### src/rtl/alu_exec_unit_if.sv
// Operand/result bus of the integer execution unit.
// Zero/Overflow flag signals exist only when ALU_FLAGS_EN is defined.
interface alu_exec_unit_if #(
   parameter int nBits = 32
);
   logic             InValid;
   logic [2:0]       ALUControl;
   logic [nBits-1:0] SrcA;
   logic [nBits-1:0] SrcB;
   logic [nBits-1:0] ALUResult;
   logic             OutValid;
`ifdef ALU_FLAGS_EN
   logic             Zero;
   logic             Overflow;

   modport master (
      output InValid, ALUControl, SrcA, SrcB,
      input  ALUResult, OutValid, Zero, Overflow
   );
   modport slave (
      input  InValid, ALUControl, SrcA, SrcB,
      output ALUResult, OutValid, Zero, Overflow
   );
`else
   modport master (
      output InValid, ALUControl, SrcA, SrcB,
      input  ALUResult, OutValid
   );
   modport slave (
      input  InValid, ALUControl, SrcA, SrcB,
      output ALUResult, OutValid
   );
`endif
endinterface

### src/rtl/alu_exec_unit.sv
// 32-bit integer execution unit with a registered result and fixed 1-cycle latency.
// Optional registered Zero/Overflow flags are enabled by defining ALU_FLAGS_EN.
module alu_exec_unit #(
   parameter int nBits = 32
) (
   input logic            clk,
   input logic            reset,
   alu_exec_unit_if.slave bus
);
   typedef enum logic [2:0] {
      OP_ADD  = 3'b000,
      OP_MUL  = 3'b001,
      OP_SLT  = 3'b010,
      OP_SUB  = 3'b011,
      OP_AND  = 3'b100,
      OP_OR   = 3'b101,
      OP_XOR  = 3'b110,
      OP_SLTU = 3'b111
   } alu_op_e;

   alu_op_e          op_s;
   logic [nBits-1:0] a_s;
   logic [nBits-1:0] b_s;
   logic [nBits-1:0] sum_s;
   logic [nBits-1:0] diff_s;
   logic [nBits-1:0] mul_lo_s;
   logic             slt_s;
   logic             sltu_s;
   logic [nBits-1:0] alu_s;
   logic [nBits-1:0] result_d;
   logic [nBits-1:0] result_q;
   logic             valid_d;
   logic             valid_q;
`ifdef ALU_FLAGS_EN
   // The full signed product is only needed to detect MUL overflow.
   logic [2*nBits-1:0] prod_s;
   logic               ovf_s;
   logic               zero_d;
   logic               zero_q;
   logic               ovf_d;
   logic               ovf_q;
`endif

   // Operation datapath: all candidate results, then the opcode select.
   always_comb begin
      op_s   = alu_op_e'(bus.ALUControl);
      a_s    = bus.SrcA;
      b_s    = bus.SrcB;
      sum_s  = a_s + b_s;
      diff_s = a_s - b_s;
`ifdef ALU_FLAGS_EN
      prod_s   = {{nBits{a_s[nBits-1]}}, a_s} * {{nBits{b_s[nBits-1]}}, b_s};
      mul_lo_s = prod_s[nBits-1:0];
`else
      mul_lo_s = a_s * b_s;
`endif
      slt_s  = $signed(a_s) < $signed(b_s);
      sltu_s = a_s < b_s;
      alu_s  = '0;
      case (op_s)
         OP_ADD:  alu_s = sum_s;
         OP_MUL:  alu_s = mul_lo_s;
         OP_SLT:  alu_s = {{(nBits-1){1'b0}}, slt_s};
         OP_SUB:  alu_s = diff_s;
         OP_AND:  alu_s = a_s & b_s;
         OP_OR:   alu_s = a_s | b_s;
         OP_XOR:  alu_s = a_s ^ b_s;
         OP_SLTU: alu_s = {{(nBits-1){1'b0}}, sltu_s};
         default: alu_s = '0;
      endcase
   end

   // Result register next state: load on an accepted op, otherwise hold.
   always_comb begin
      valid_d  = bus.InValid;
      result_d = result_q;
      if (bus.InValid) begin
         result_d = alu_s;
      end else begin
         result_d = result_q;
      end
   end

   // Result and valid registers.
   always_ff @(posedge clk or posedge reset) begin
      if (reset) begin
         result_q <= '0;
         valid_q  <= 1'b0;
      end else begin
         result_q <= result_d;
         valid_q  <= valid_d;
      end
   end

   assign bus.ALUResult = result_q;
   assign bus.OutValid  = valid_q;

`ifdef ALU_FLAGS_EN
   // Signed overflow: ADD/SUB by sign rule, MUL when the high half is not a sign extension.
   always_comb begin
      ovf_s = 1'b0;
      case (op_s)
         OP_ADD:  ovf_s = (a_s[nBits-1] == b_s[nBits-1]) && (sum_s[nBits-1] != a_s[nBits-1]);
         OP_SUB:  ovf_s = (a_s[nBits-1] != b_s[nBits-1]) && (diff_s[nBits-1] != a_s[nBits-1]);
         OP_MUL:  ovf_s = !((&prod_s[2*nBits-1:nBits-1]) || !(|prod_s[2*nBits-1:nBits-1]));
         default: ovf_s = 1'b0;
      endcase
   end

   // Flag register next state follows the result register.
   always_comb begin
      zero_d = zero_q;
      ovf_d  = ovf_q;
      if (bus.InValid) begin
         zero_d = (alu_s == '0);
         ovf_d  = ovf_s;
      end else begin
         zero_d = zero_q;
         ovf_d  = ovf_q;
      end
   end

   // Flag registers.
   always_ff @(posedge clk or posedge reset) begin
      if (reset) begin
         zero_q <= 1'b0;
         ovf_q  <= 1'b0;
      end else begin
         zero_q <= zero_d;
         ovf_q  <= ovf_d;
      end
   end

   assign bus.Zero     = zero_q;
   assign bus.Overflow = ovf_q;
`endif
endmodule

### src/flat_wrapper.sv
// flat-port wrapper written by rule: the top's interface ports become plain ports
module alu_exec_unit_flat 
#(
   parameter int nBits = 32
)
  (clk, reset, bus_InValid, bus_ALUControl, bus_SrcA, bus_SrcB, bus_ALUResult, bus_OutValid);
  alu_exec_unit_if #(.nBits(nBits)) bus_i ();
  input logic clk;
  input logic reset;
  input wire logic [$bits(bus_i.InValid)-1:0] bus_InValid;
  input wire logic [$bits(bus_i.ALUControl)-1:0] bus_ALUControl;
  input wire logic [$bits(bus_i.SrcA)-1:0] bus_SrcA;
  input wire logic [$bits(bus_i.SrcB)-1:0] bus_SrcB;
  output wire logic [$bits(bus_i.ALUResult)-1:0] bus_ALUResult;
  output wire logic [$bits(bus_i.OutValid)-1:0] bus_OutValid;
  assign bus_i.InValid = bus_InValid;
  assign bus_i.ALUControl = bus_ALUControl;
  assign bus_i.SrcA = bus_SrcA;
  assign bus_i.SrcB = bus_SrcB;
  assign bus_ALUResult = bus_i.ALUResult;
  assign bus_OutValid = bus_i.OutValid;
  alu_exec_unit #(.nBits(nBits)) u_core (.clk(clk), .reset(reset), .bus(bus_i));
endmodule
### config.mk
export PLATFORM = sky130hd
export DESIGN_NAME = alu_exec_unit_flat
export DESIGN_NICKNAME = d
export VERILOG_FILES = /design/src/rtl/alu_exec_unit_if.sv /design/src/rtl/alu_exec_unit.sv /design/src/flat_wrapper.sv
export SDC_FILE = /design/constraint.sdc
export NUM_CORES = 1
export LEC_CHECK = 0
export BUFFER_PORTS_ARGS = -buffer_cell sky130_fd_sc_hd__buf_2
export CORE_MARGIN = 2
export CORE_UTILIZATION = 55
export CTS_CLUSTER_DIAMETER = 50
export DETAILED_ROUTE_END_ITERATION = 7
export PLACE_DENSITY = 0.73
export SYNTH_ARGS = -nofsm -noshare
export SYNTH_HDL_FRONTEND = slang
export SYNTH_SLANG_ARGS = --single-unit
export TNS_END_PERCENT = 1
### constraint.sdc
create_clock -name clk -period 1.99 [get_ports clk]
set_input_delay 0.2985 -clock clk [delete_from_list [all_inputs] [get_ports clk]]
set_output_delay 0.2985 -clock clk [all_outputs]
set_load 0.01 [all_outputs]
==> reports/results.txt <==
The run finished, with violations left. The final reports fail on setup timing. The total routed wirelength was 89300 µm; the cell count of the worst reg-to-reg path was 3. The first detailed-routing pass took 6 iterations. Quantity of I/O buffers inserted on ports: 102. Counting every sink on the clock net gives 33. The first routing iteration left 2037 violations. The clock root buffer is clkbuf_16. Main flop type after synthesis: dfrtp_1.

The worst setup path is of the in2reg kind. The tools report the worst-case setup margin in the final layout as -4860 ps. The count of state elements after synthesis came out at 33. For the max-slew violation count, the log shows 0. The utilization of the core after routing was 0.712; the tightest hold margin was 102 ps. Dividing the detail-routed wire length by the instance count gives 24.4 µm. The synthesized netlist net count was 3279; the number of flops mapped to enable cells by yosys was 0.

Dividing the detail-routed via count by the number of cells gives 5.87. For the clock latency on the worst-skew pair, the log shows 280 ps. The area of all placed cells without fillers came out at 27300 µm². The tools report the global-route wire length before repair as 135000 µm. The transition time at the pin with the least slew margin is 518 ps.

The clock tree synthesis step divided the H-tree into 2 levels. The tools report the number of buffers added to fix hold violations after cts as 0. The region available for standard cell placement spans 38400 µm². For the overall global routing resource usage, the log shows 0.451. The run gives 0.651 as the remaining max-slew budget at the tightest pin. The async set-reset flop share out of synthesis is 1.00, and the maximum clock insertion buffer count is 2. The number of nets in the finished design is 3838, and the number of placed I/O pins is 103. The initial antenna violation count was 2; the clock transition time at the flip-flop clock pins of the worst setup and hold paths was 60 ps. For the total setup violations reported at the end of the flow, the log shows 32.

The worst setup path is captured at a register. The floorplan step set the die width to 201 µm. In this run the worst setup path begins at bus_SrcA[15]. For this run, design rule violations remaining after detail routing come to 0.

For the starting density of the core, the log shows 0.554. In the final layout, flip-flops and latches occupy 826 µm². Data arrives at the worst endpoint at 7010 ps.

The overall overflow remaining after global route is 0, and the setup slack after placement is -5530 ps. For the achievable frequency, the log shows 146 MHz. Counting the buffers created by CTS gives 5.

The share of the synthesized area in the top cell type was 0.386. Compared with the post-synthesis result, the final layout area differs by 28.5%. By count the netlist is led by inv_1 (481), fa_1 (410), nor2_1 (391). TritonCTS built the clock tree. The critical path ends at u_core.bus.ALUResult[31]. Setup repair after global routing could not meet its margin everywhere. The die covers 40300 µm². Once detail routing completed, the nets flagged for antenna violations numbered 0. The tool flagged a number of max-cap violations equal to 0. For the sequential-to-total area share from yosys stat, the log shows 0.0388. The worst setup path is launched from a primary input.

The share of the cycle needed by the critical path after routing is 3.44. The die is 201 µm tall. The worst setup skew after layout was 0 ps. The total number of placement rows is 72. The largest net degree at the start of global routing is 34. In this run the critical register-to-register path is launched from u_core.bus.ALUResult[30].

The vias after detailed routing came out at 21500. After filler insertion, the fill cell instance count of the layout stands at 3143. The final number of hold-violating endpoints is 0.

The worst path needs 6850 ps of the cycle, external delays included. For the worst setup path, the data required time is 2150 ps. The tools report the half-perimeter wire length after detailed placement as 76400 µm.

The Yosys step of the flow raised 0 warnings. Summed over all instances, the cell type with the most area after synthesis is fa_1. The most common cell in the netlist is inv_1. Summing all multi-input logic gate instances after layout gives 18700 µm². Number of distinct library cells after synthesis: 94. The post-synthesis area per instance was 8.24 µm²; the share of layout cells above drive strength 1 was 0.276. At the end of routability-driven placement, the weighted congestion stood at 1.07. In this run the critical register-to-register path is captured at u_core.bus.ALUResult[30]. In this run the worst path has a maximum fanout of 3.

The number of global-route vias before repair was 22800. The tools report the synthesized cell area as 21300 µm². Synthesis produced 2580 cells.

Class of the most critical hold timing path: in2async. Minimum setup slack among reg-to-reg paths: 850 ps. By area the synthesized netlist is led by fa_1 (39%), ha_1 (13%), inv_1 (8.5%). Summing all placed instances gives a cell area of 26300 µm².
## worst min path at each step
stage | endpoint | slack (ps) | depth (start not counted)
6_report | u_core.bus.ALUResult[29] | 100 | 3
5_1_grt | u_core.bus.ALUResult[29] | 150 | 3
3_5_place_dp | u_core.bus.ALUResult[25] | 420 | 3
2_1_floorplan | u_core.bus.OutValid | 330 | 0
4_1_cts | u_core.bus.ALUResult[25] | 120 | 3
3_3_place_gp | u_core.bus.ALUResult[25] | 400 | 3
## per-layer routing
metal  GRT usage  share of wire  up-vias  wire (µm)
li1            -              -     9203          -
met1       0.543           0.35    10600      31200
met2       0.721           0.45     1293      40500
met3       0.111           0.11      418       9790
met4       0.302          0.087        2       7770
met5           0        0.00019        -         17
## sequential cells by signal (all words and copies together), names as in the netlist
name                  count
u_core.bus.ALUResult     32
u_core.bus.OutValid       1
## critical path: stages
cell	delay (ps)
buf_2	140
clkinv_2	90
buf_4	150
nor2_4	50
fa_1	540
inv_1	60
fa_2	340
fa_1	500
fa_1	500
inv_1	50
fa_1	480
inv_1	50
fa_1	470
inv_1	50
fa_1	470
fa_1	530
ha_4	300
and3_4	180
nand3_2	80
buf_4	140
a31oi_2	160
o31ai_2	90
buf_4	170
o31ai_4	230
o221ai_2	170
xnor2_2	270
nor2_1	70
o32a_1	350
## placed cells by master, fill, tap and decap left out, types with 18 or more instances in the layout
cell type | Yosys | routed
buf_4 | 3 | 556
nand2_1 | 270 | 268
dfrtp_1 | 33 | 33
o211ai_1 | 19 | 19
nor2_2 | 0 | 25
buf_6 | 3 | 21
fa_1 | 410 | 396
a21oi_1 | 91 | 84
nor2_1 | 391 | 363
buf_2 | 6 | 89
xnor2_1 | 76 | 70
o22ai_1 | 22 | 22
a21o_1 | 18 | 18
o21ai_0 | 69 | 60
ha_1 | 219 | 202
xor2_1 | 28 | 24
inv_1 | 481 | 465
mux2i_1 | 21 | 21
## repair_timing
| action | 4_1_cts | 5_1_grt |
|---|---|---|
| buffers inserted | 14 | 4 |
| gates cloned | 0 | 0 |
| pin swaps | 54 | 44 |
| hold endpoints to repair | 0 | 0 |
| setup endpoints to repair | 32 | 32 |
| resized for setup | 123 | 63 |
## layout make-up
type / instances / share of cell area
Multi-Input combinational cell: 1917 / 0.683
Timing Repair Buffer: 681 / 0.187
Inverter: 501 / 0.0708
Sequential cell: 33 / 0.0302
Tap cell: 518 / 0.0237
Clock buffer: 7 / 0.00522
Antenna cell: 1 / 0.0000916
## metrics by stage
stage,setup TNS [ps],instances
floorplan,-115570,2580
global placement,-134080,3632
detailed placement,-135970,3632
CTS,-119130,3653
global route,-124900,3657
finish,-120220,3658
## kinds of logic (layout without fill, tap and decap cells)
group,count (synthesis),in the layout,share of synthesized area
other,0,1,0
AOI/OAI and AO/OA,403,403,0.133
and+or+nand+nor,755,755,0.144
xor gates and xnor gates,104,104,0.0428
muxes,26,26,0.0131
adders and majority gates,629,629,0.515
buffers and inverters,630,1189,0.113
DFF,33,33,0.0388
Power is not shown: default switching activity piles up to over one toggle a cycle in this logic, so the estimate is an artifact.
